<file path="src/rtl/fetch_pkg.sv">
// rtl/fetch_pkg.sv - shared types and constants for the instruction fetch stage
package fetch_pkg;

    typedef enum logic [1:0] {
        IDLE  = 2'd0,
        RUN   = 2'd1,
        STALL = 2'd2,
        ERROR = 2'd3
    } fetch_state_e;

    localparam logic [1:0]  ACCESS_WORD      = 2'b10;
    localparam logic [1:0]  ACCESS_HALF      = 2'b01;
    localparam logic [1:0]  ACCESS_BYTE      = 2'b00;
    localparam logic [31:0] DEFAULT_RESET_PC = 32'h8002_0000;

    // Word-aligned and inside [base, base+bytes-4]; 33-bit math avoids wrap at the top.
    function automatic logic addr_ok(input logic [31:0] addr, input logic [31:0] base,
                                     input logic [32:0] bytes);
        logic [32:0] last;
        last = {1'b0, base} + bytes - 33'd4;
        return (addr[1:0] == 2'b00) && ({1'b0, addr} >= {1'b0, base}) && ({1'b0, addr} <= last);
    endfunction

endpackage

</file>
<file path="src/rtl/fetch_pc_reg.sv">
// rtl/fetch_pc_reg.sv - program counter with hold / +4 / redirect next-pc mux
module fetch_pc_reg
    import fetch_pkg::*;
#(
    parameter logic [31:0] RESET_PC = DEFAULT_RESET_PC
) (
    input  logic        clk,
    input  logic        rst_n,
    input  logic        pc_inc,
    input  logic        pc_load,
    input  logic [31:0] load_pc,
    output logic [31:0] pc
);

    logic [31:0] pc_q, pc_d;

    always_comb begin
        pc_d = pc_q;
        if (pc_load) begin
            pc_d = load_pc;
        end else if (pc_inc) begin
            pc_d = pc_q + 32'd4;
        end
    end

    always_ff @(posedge clk or negedge rst_n) begin
        if (!rst_n) begin
            pc_q <= RESET_PC;
        end else begin
            pc_q <= pc_d;
        end
    end

    assign pc = pc_q;

endmodule

</file>
<file path="src/rtl/fetch_stage.sv">
// rtl/fetch_stage.sv - instruction fetch stage; FETCH_RANGE_CHECK_EN adds alignment/range fault
module fetch_stage
    import fetch_pkg::*;
#(
    parameter logic [31:0] RESET_PC  = DEFAULT_RESET_PC,
    parameter int unsigned MEM_BYTES = 1048576
) (
    input  logic        clk,
    input  logic        rst_n,
    input  logic        fetch_en,
    input  logic        stall,
    input  logic        redirect,
    input  logic [31:0] redirect_pc,
    output logic [31:0] mem_address,
    output logic        mem_write,
    output logic [1:0]  mem_access_size,
    input  logic [31:0] mem_data_in,
    output logic [31:0] insn,
    output logic [31:0] insn_pc,
    output logic        insn_valid,
    output logic [31:0] fetch_count,
    output logic        fetch_fault
);

    fetch_state_e state_q, state_d;
    logic [31:0]  insn_q, insn_d;
    logic [31:0]  insn_pc_q, insn_pc_d;
    logic         insn_valid_q, insn_valid_d;
    logic [31:0]  fetch_count_q, fetch_count_d;
    logic [31:0]  pc;
    logic         pc_inc, pc_load;
    logic         redirect_bad, capture_bad;

`ifdef FETCH_RANGE_CHECK_EN
    assign redirect_bad = !addr_ok(redirect_pc, RESET_PC, 33'(MEM_BYTES));
    assign capture_bad  = !addr_ok(pc, RESET_PC, 33'(MEM_BYTES));
    assign fetch_fault  = (state_q == ERROR);
`else
    assign redirect_bad = 1'b0;
    assign capture_bad  = 1'b0;
    assign fetch_fault  = 1'b0;
`endif

    fetch_pc_reg #(.RESET_PC(RESET_PC)) u_pc_reg (
        .clk     (clk),
        .rst_n   (rst_n),
        .pc_inc  (pc_inc),
        .pc_load (pc_load),
        .load_pc (redirect_pc),
        .pc      (pc)
    );

    // RUN and STALL share one decision tree: a stalled stage that sees stall low captures at once.
    always_comb begin
        state_d       = state_q;
        insn_d        = insn_q;
        insn_pc_d     = insn_pc_q;
        insn_valid_d  = insn_valid_q;
        fetch_count_d = fetch_count_q;
        pc_inc        = 1'b0;
        pc_load       = 1'b0;
        case (state_q)
            IDLE: begin
                insn_valid_d = 1'b0;
                if (redirect) begin
                    pc_load = 1'b1;
                end
                if (redirect && redirect_bad) begin
                    state_d = ERROR;
                end else if (fetch_en) begin
                    state_d = RUN;
                end
            end
            RUN, STALL: begin
                if (redirect) begin
                    pc_load      = 1'b1;
                    insn_valid_d = 1'b0;
                    state_d      = redirect_bad ? ERROR : RUN;
                end else if (stall) begin
                    state_d = STALL;
                end else if (!fetch_en) begin
                    insn_valid_d = 1'b0;
                    state_d      = IDLE;
                end else if (capture_bad) begin
                    insn_valid_d = 1'b0;
                    state_d      = ERROR;
                end else begin
                    insn_d        = mem_data_in;
                    insn_pc_d     = pc;
                    insn_valid_d  = 1'b1;
                    fetch_count_d = fetch_count_q + 32'd1;
                    pc_inc        = 1'b1;
                    state_d       = RUN;
                end
            end
            ERROR: begin
                insn_valid_d = 1'b0;
            end
            default: begin
                state_d = IDLE;
            end
        endcase
    end

    always_ff @(posedge clk or negedge rst_n) begin
        if (!rst_n) begin
            state_q       <= IDLE;
            insn_q        <= 32'd0;
            insn_pc_q     <= 32'd0;
            insn_valid_q  <= 1'b0;
            fetch_count_q <= 32'd0;
        end else begin
            state_q       <= state_d;
            insn_q        <= insn_d;
            insn_pc_q     <= insn_pc_d;
            insn_valid_q  <= insn_valid_d;
            fetch_count_q <= fetch_count_d;
        end
    end

    assign mem_address     = pc;
    assign mem_write       = 1'b0;
    assign mem_access_size = ACCESS_WORD;
    assign insn            = insn_q;
    assign insn_pc         = insn_pc_q;
    assign insn_valid      = insn_valid_q;
    assign fetch_count     = fetch_count_q;

endmodule

</file>
<file path="config.mk">
export PLATFORM = sky130hd
export DESIGN_NAME = fetch_stage
export DESIGN_NICKNAME = d
export VERILOG_FILES = /design/src/rtl/fetch_pkg.sv /design/src/rtl/fetch_pc_reg.sv /design/src/rtl/fetch_stage.sv
export SDC_FILE = /design/constraint.sdc
export NUM_CORES = 1
export LEC_CHECK = 0
export BUFFER_PORTS_ARGS = -buffer_cell sky130_fd_sc_hd__buf_4
export CAP_MARGIN = 10
export CORE_MARGIN = 2
export CORE_UTILIZATION = 50
export CTS_BUF_LIST = sky130_fd_sc_hd__clkbuf_2
export CTS_CLUSTER_DIAMETER = 40
export DETAILED_ROUTE_END_ITERATION = 7
export PLACE_DENSITY = 0.8
export SKIP_LAST_GASP = 1
export SYNTH_ARGS = -nofsm -noshare
export SYNTH_HDL_FRONTEND = slang
export SYNTH_SLANG_ARGS = --single-unit
</file>
<file path="constraint.sdc">
create_clock -name clk -period 2.67 [get_ports clk]
set_input_delay 0.4005 -clock clk [delete_from_list [all_inputs] [get_ports clk]]
set_output_delay 0.4005 -clock clk [all_outputs]
set_load 0.01 [all_outputs]
</file>
# Word level (Yosys, flattened, before mapping)
# Index checks and enable logic that the tools add are counted.
# W data, S select, Z words.
# totals
ram_bits	0
romBits	0
latchBits	0
n_memories	0
register_bits	131
# classes
reduce_logical	8
n_shift	0
eq_ne	5
addsub	2
bitwise_logic	2
mux	16
mul	0
div	0
magnitude_cmp	0
# op_table
op	count
$mux W32	2
$add A32 B1 Y32 const B	1
$add A32 B3 Y32 const B	1
$mux W1	9
$mux W2	3
$eq A2 B2 Y1 const B	2
$pmux W2 S2	1
$reduce_and A4 Y1	1
$reduce_bool A2 Y1	2
$reduce_or A2 Y1	2
$ne A3 B3 Y1 const B	1
$reduce_or A3 Y1	1
$eq A2 B1 Y1 const B	1
$logic_not A2 Y1	1
$ne A2 B2 Y1 const B	1
$not A1 Y1	2
$pmux W1 S2	1
$reduce_and A2 Y1	1

# Logic depth before layout (Yosys ltp)
# depth
word_depth	6
mapped_depth	9

# By module
# From an unflattened synthesis, not the netlist that was laid out.
# hier_totals
cells_unflattened	630
hier_area_um2	5947.0
# by_module_without_submodules
mod	area_each_um2	instances	cells_per_inst
fetch_stage	4124.0	1	430
fetch_pc_reg	1823.0	1	200

# Worst setup path before layout
# Ideal clock, no wire load.
# synth_timing
path_type	register to register
startpoint	register state_q[0]
endpoint	register u_pc_reg.pc_q[18], in the netlist u_pc_reg.pc[18]
n_path_buf	2
arrival_time_ps	1789
stages_incl_launch_ff	9
required_time_ps	2537
setup_time_ps	133
slack_ps	748
cell_sequence	dfrtp_1 -> inv_1 -> ha_1 -> and4bb_2 -> buf_4 -> nand4_1 -> clkbuf_1 -> o311ai_0 -> nand2_1
# synth_via
elab_chain_len	4
elab_cells_between_ends	9
cone_classes	eq/ne (2); mux (3); reduce/logical (4)
# synth_rtl
element	line	source
from (decl)	fetch_stage.sv:25	fetch_state_e state_q, state_d;
from (signal assigned)	fetch_stage.sv:113	state_q <= state_d;
$eq A2 B1 Y1, or another cell as far along	fetch_stage.sv:62	case (state_q)
$reduce_or A3 Y1 (no line) or $reduce_or A2 Y1 (tied branches)	--	
$mux W1 (on tied branches)	--	
$mux W32 or $reduce_bool A2 Y1 (tied branches)	--	
to (signal assigned)	fetch_pc_reg.sv:30	pc_q <= pc_d;
to (decl)	fetch_pc_reg.sv:15	logic [31:0] pc_q, pc_d;
# Several ways; a longest one is shown, not always the timed one.
# A chain may end at the register's enable or synchronous reset.

# Worst setup path in the final report
# layout_timing
startpoint	register state_q[0]
endpoint	register fetch_count_q[27], in the netlist fetch_count[27]
# layout_via
elab_chain_len	3
elab_cells_between_ends	4
cone_classes	eq/ne (2); reduce/logical (2)
# layout_rtl
element	line	source
$eq A2 B1 Y1 or $eq A2 B2 Y1 (tied branches)	fetch_stage.sv:62	
$reduce_or A2 Y1 *	fetch_stage.sv:62	
$reduce_and A4 Y1 (no line) *	--	
to (signal assigned)	fetch_stage.sv:117	fetch_count_q <= fetch_count_d;
to (decl)	fetch_stage.sv:29	logic [31:0] fetch_count_q, fetch_count_d;
# Every way passes the cells marked *; elsewhere a longest branch is shown, timed or not.

==> summary.md <==
| Metric | Value |
|---|---|
| Status | `completed` |
| Ys async rst share | `100%` |
| Clk sinks | `131` |
| Fin cells | `1045` |
| Drt pass-1 iters | `5` |
| Rows | `39` |
| CP Class | `reg2reg` |
| GR Util met3 | `7.29%` |
| Cell Int Power | `4.98 mW` |
| LEAKAGE | `4.30 nW` |
| Top delay family on crit path | `simple AND/OR/NAND/NOR gates` |
| CTS tree | `built` |
| Share of cells above drive strength 1 | `27.6%` |
| Area delta synth->final | `45.5%` |
| Slew headroom | `59.3%` |
| Vias in the first global route | `5585` |
| DRC viols | `0` |
| Die Area | `12600 sq um` |
| CP Cell Sequence | `inv_1, ha_1, and4bb_4, nand4_1, nor2_1, nand4_1, xnor2_1` |
| DR WL/cell | `16.4 um` |
| Synth Register Bits | `131` |
| WHS | `75.6 ps` |
| Fillers | `777` |
| CP max stage delay | `480 ps` |
| Later-pin clock latency in the skew report | `720 ps` |
| Vias | `5605` |
| Final count of hold timing violations | `0` |
| Clock group share of total power | `22.4%` |
| Total gr overflow | `0` |
| Initial antenna violation count | `1` |
| Syn Std Cell Area | `5860 sq um` |
| First-pass GRT wire length | `28.0 mm` |
| Tot Pwr | `7.75 mW` |
| PD cells | `908 nW/um^2` |
| Net switching power | `2.77 mW` |
| Max Clock Freq | `409 MHz` |
| Worst-path maximum fanout | `20` |
| Register area share after synthesis | `56.0%` |
| Worst-path cell with the longest stage delay | `nor2_1` |
| Final ANT Viol Nets | `0` |
| Routability cong. | `0.865` |
| Setup violators final | `0` |
| Initial Utilization | `51.3%` |
| Total core area | `11400 sq um` |
| Synth Flop Type | `dfrtp_1` |
| Syn. warnings | `0` |
| Min Clock Period, post-route | `2450 ps` |
| TritonCTS Buffers | `17` |
| Worst path bufs/invs | `1` |
| 1st-iter DRT viols | `434` |
| Fin. max-slew vios | `0` |
| Setup crit end kind | `flop` |
| Tcrit/Tclk final | `91.6%` |
| Critical path arrival | `3060 ps` |
| Drt via density | `5.36` |
| Routed WL | `17.1 mm` |
| Tot GR Track Use | `28.0%` |
| Combinational share of power | `34.7%` |
| H-Tree Depth | `4` |
| Peak supply drop | `0.000621 V` |
| Post-CTS setup buffers | `0` |
| Worst Tran Pin Value | `610 ps` |
| Port Buffers | `197` |
| Met2 GRT Util | `45.2%` |
| Die width | `112 um` |
| Met1 Usage GRT | `35.9%` |
| RSZ-0062 raised after global routing | `no` |
| Syn Area/Cell | `9.35 sq um` |
| Root Buffer | `clkbuf_2` |
| GR peak layer | `met2` |
| Sw Ratio | `35.8%` |
| Sequential share of power | `42.8%` |
| Mapped Cells | `627` |
| Req. time, crit path | `3290 ps` |
| Setup TNS | `0 ps` |
| HPWL after DPL | `11.0 mm` |
| Worst-path clk slew | `180 ps` |
| Max cap viols | `0` |
| EDFF count, synth | `0` |
| Post-synth cell types | `48` |
| Most frequent cell on the critical path | `nand4_1` |
| Die Ht | `112 um` |
| Min-delay worst type | `in2reg` |
| Dpl cells | `944` |
| Startpoint Class | `flop` |
| Nets | `961` |
| Largest net degree at the start of global routing | `71` |
| Top Ports | `202` |
| Deepest clock path buffer count | `2` |
| Clk_skew | `21.4 ps` |
-- registers in the layout, indices dropped and copies added (netlist names) --
| signal | count |
|---|---|
| insn | 32 |
| insn_pc | 32 |
| state_q | 2 |
| insn_valid | 1 |
| fetch_count | 32 |
| u_pc_reg.pc | 32 |
-- placed cells by master (no fill, tap or decap), drive strengths merged, types with 9 or more instances in the layout --
cell type and n:
nand4 23, and3 11, nor3 10, clkbuf 17, inv 9, o21ai 21
buf 204, dfrtp 129, xor2 11, nand2 239, nand3 23, dlygate4sd3 68
nor2 14, xnor2 35
-- area by class of cell --
type | count | area, sq um | area share (%)
timing repair buffer | 272 | 2230 | 26.1
clock buffer | 17 | 85.1 | 0.998
antenna | 1 | 2.50 | 0.0293
inverter | 9 | 33.8 | 0.396
multi-input combinational | 457 | 2430 | 28.5
sequential | 131 | 3280 | 38.5
clock inverter | 15 | 285 | 3.35
tap | 143 | 179 | 2.10
-- power groups by stage --
| stage | clock (mW) | sequential (mW) | combinational (mW) |
|---|---|---|---|
| final | 1.74 | 3.32 | 2.69 |
| after global routing | 1.85 | 3.40 | 2.94 |
| after CTS | 1.78 | 3.30 | 2.69 |
| after detailed placement | 0 | 3.32 | 2.60 |
| after global placement | 0 | 3.30 | 2.51 |
| after floorplan | 0 | 3.48 | 0.884 |
-- worst register-to-register path, cell delays in order (launching register included) --
cell and delay, ps:
dfrtp_1 430, inv_1 60, ha_1 320, and4bb_4 440
nand4_1 270, nor2_1 480, nand4_1 190, xnor2_1 160
-- Yosys cell counts (3+ instances only) --
master | count | share of area, %
a21oi_1 | 7 | 0.60
xor2_1 | 11 | 1.6
mux2i_1 | 3 | 0.51
nand2b_1 | 3 | 0.32
o21ai_0 | 20 | 1.7
dfrtp_1 | 129 | 55
a21o_1 | 4 | 0.51
inv_1 | 9 | 0.58
xnor2_1 | 35 | 5.2
buf_2 | 4 | 0.34
nand4_1 | 23 | 2.5
nor4_1 | 7 | 0.75
nand2_1 | 239 | 15
clkbuf_1 | 22 | 1.4
buf_4 | 5 | 0.64
ha_1 | 4 | 0.85
nor3_1 | 8 | 0.68
o211ai_1 | 4 | 0.51
nor2_1 | 13 | 0.83
and2_1 | 3 | 0.32
o311ai_0 | 5 | 0.75
a22oi_1 | 3 | 0.38
nand3_1 | 22 | 1.9
and3_1 | 11 | 1.2
-- repair_timing --
action                                 CTS  global route
resized for setup                        0             0
endpoints found under the hold margin  128             0
hold buffers                            68             0
-- cell families (layout without fill, tap and decap cells) --
kind of cell | count (synthesis) | after routing | share of synthesized area [%]
adders and majority gates | 4 | 4 | 0.854
buffers and inverters | 41 | 313 | 3.03
muxes | 5 | 5 | 0.897
and+or+nand+nor | 348 | 348 | 26.9
other | 2 | 5 | 0.128
DFF | 131 | 131 | 56.0
xor gates and xnor gates | 46 | 46 | 6.88
AOI/OAI and AO/OA | 50 | 50 | 5.34
-- layer usage --
| layer | part of all wire (%) | routed length, um |
|---|---|---|
| met5 | 0 | 0 |
| met4 | 3.1 | 525 |
| met3 | 7.1 | 1210 |
| met2 | 48 | 8220 |
| met1 | 42 | 7160 |
-- through the flow --
stage / setup slack (ps) / utilization [%] / area, sq um
floorplan: 748 / - / 5870
global placement: 420 / 65.5 / 7470
detailed placement: 280 / 65.5 / 7470
CTS: 276 / 74.7 / 8520
global route: 75.0 / 74.7 / 8530
finish: 224 / 74.7 / 8530
-- final timing paths --
path / startpoint / end / slack, ps / cells past startpoint
worst max-delay path: state_q[0]$_DFFE_PN0P_ / fetch_count[27]$_DFFE_PN0P_ / 220 / 7
max in group asynchronous: rst_n / insn[10]$_DFFE_PN0P_ / 1690 / 3
worst max register to register: state_q[0]$_DFFE_PN0P_ / fetch_count[27]$_DFFE_PN0P_ / 220 / 7
min in group asynchronous: rst_n / insn_pc[16]$_DFFE_PN0P_ / 210 / 2
worst min register to register: insn_pc[0]$_DFFE_PN0P_ / insn_pc[0]$_DFFE_PN0P_ / 500 / 2
worst min-delay path: redirect / state_q[1]$_DFFE_PN0P_ / 80 / 4
No activity file was read; power rests on OpenSTA's default activity.
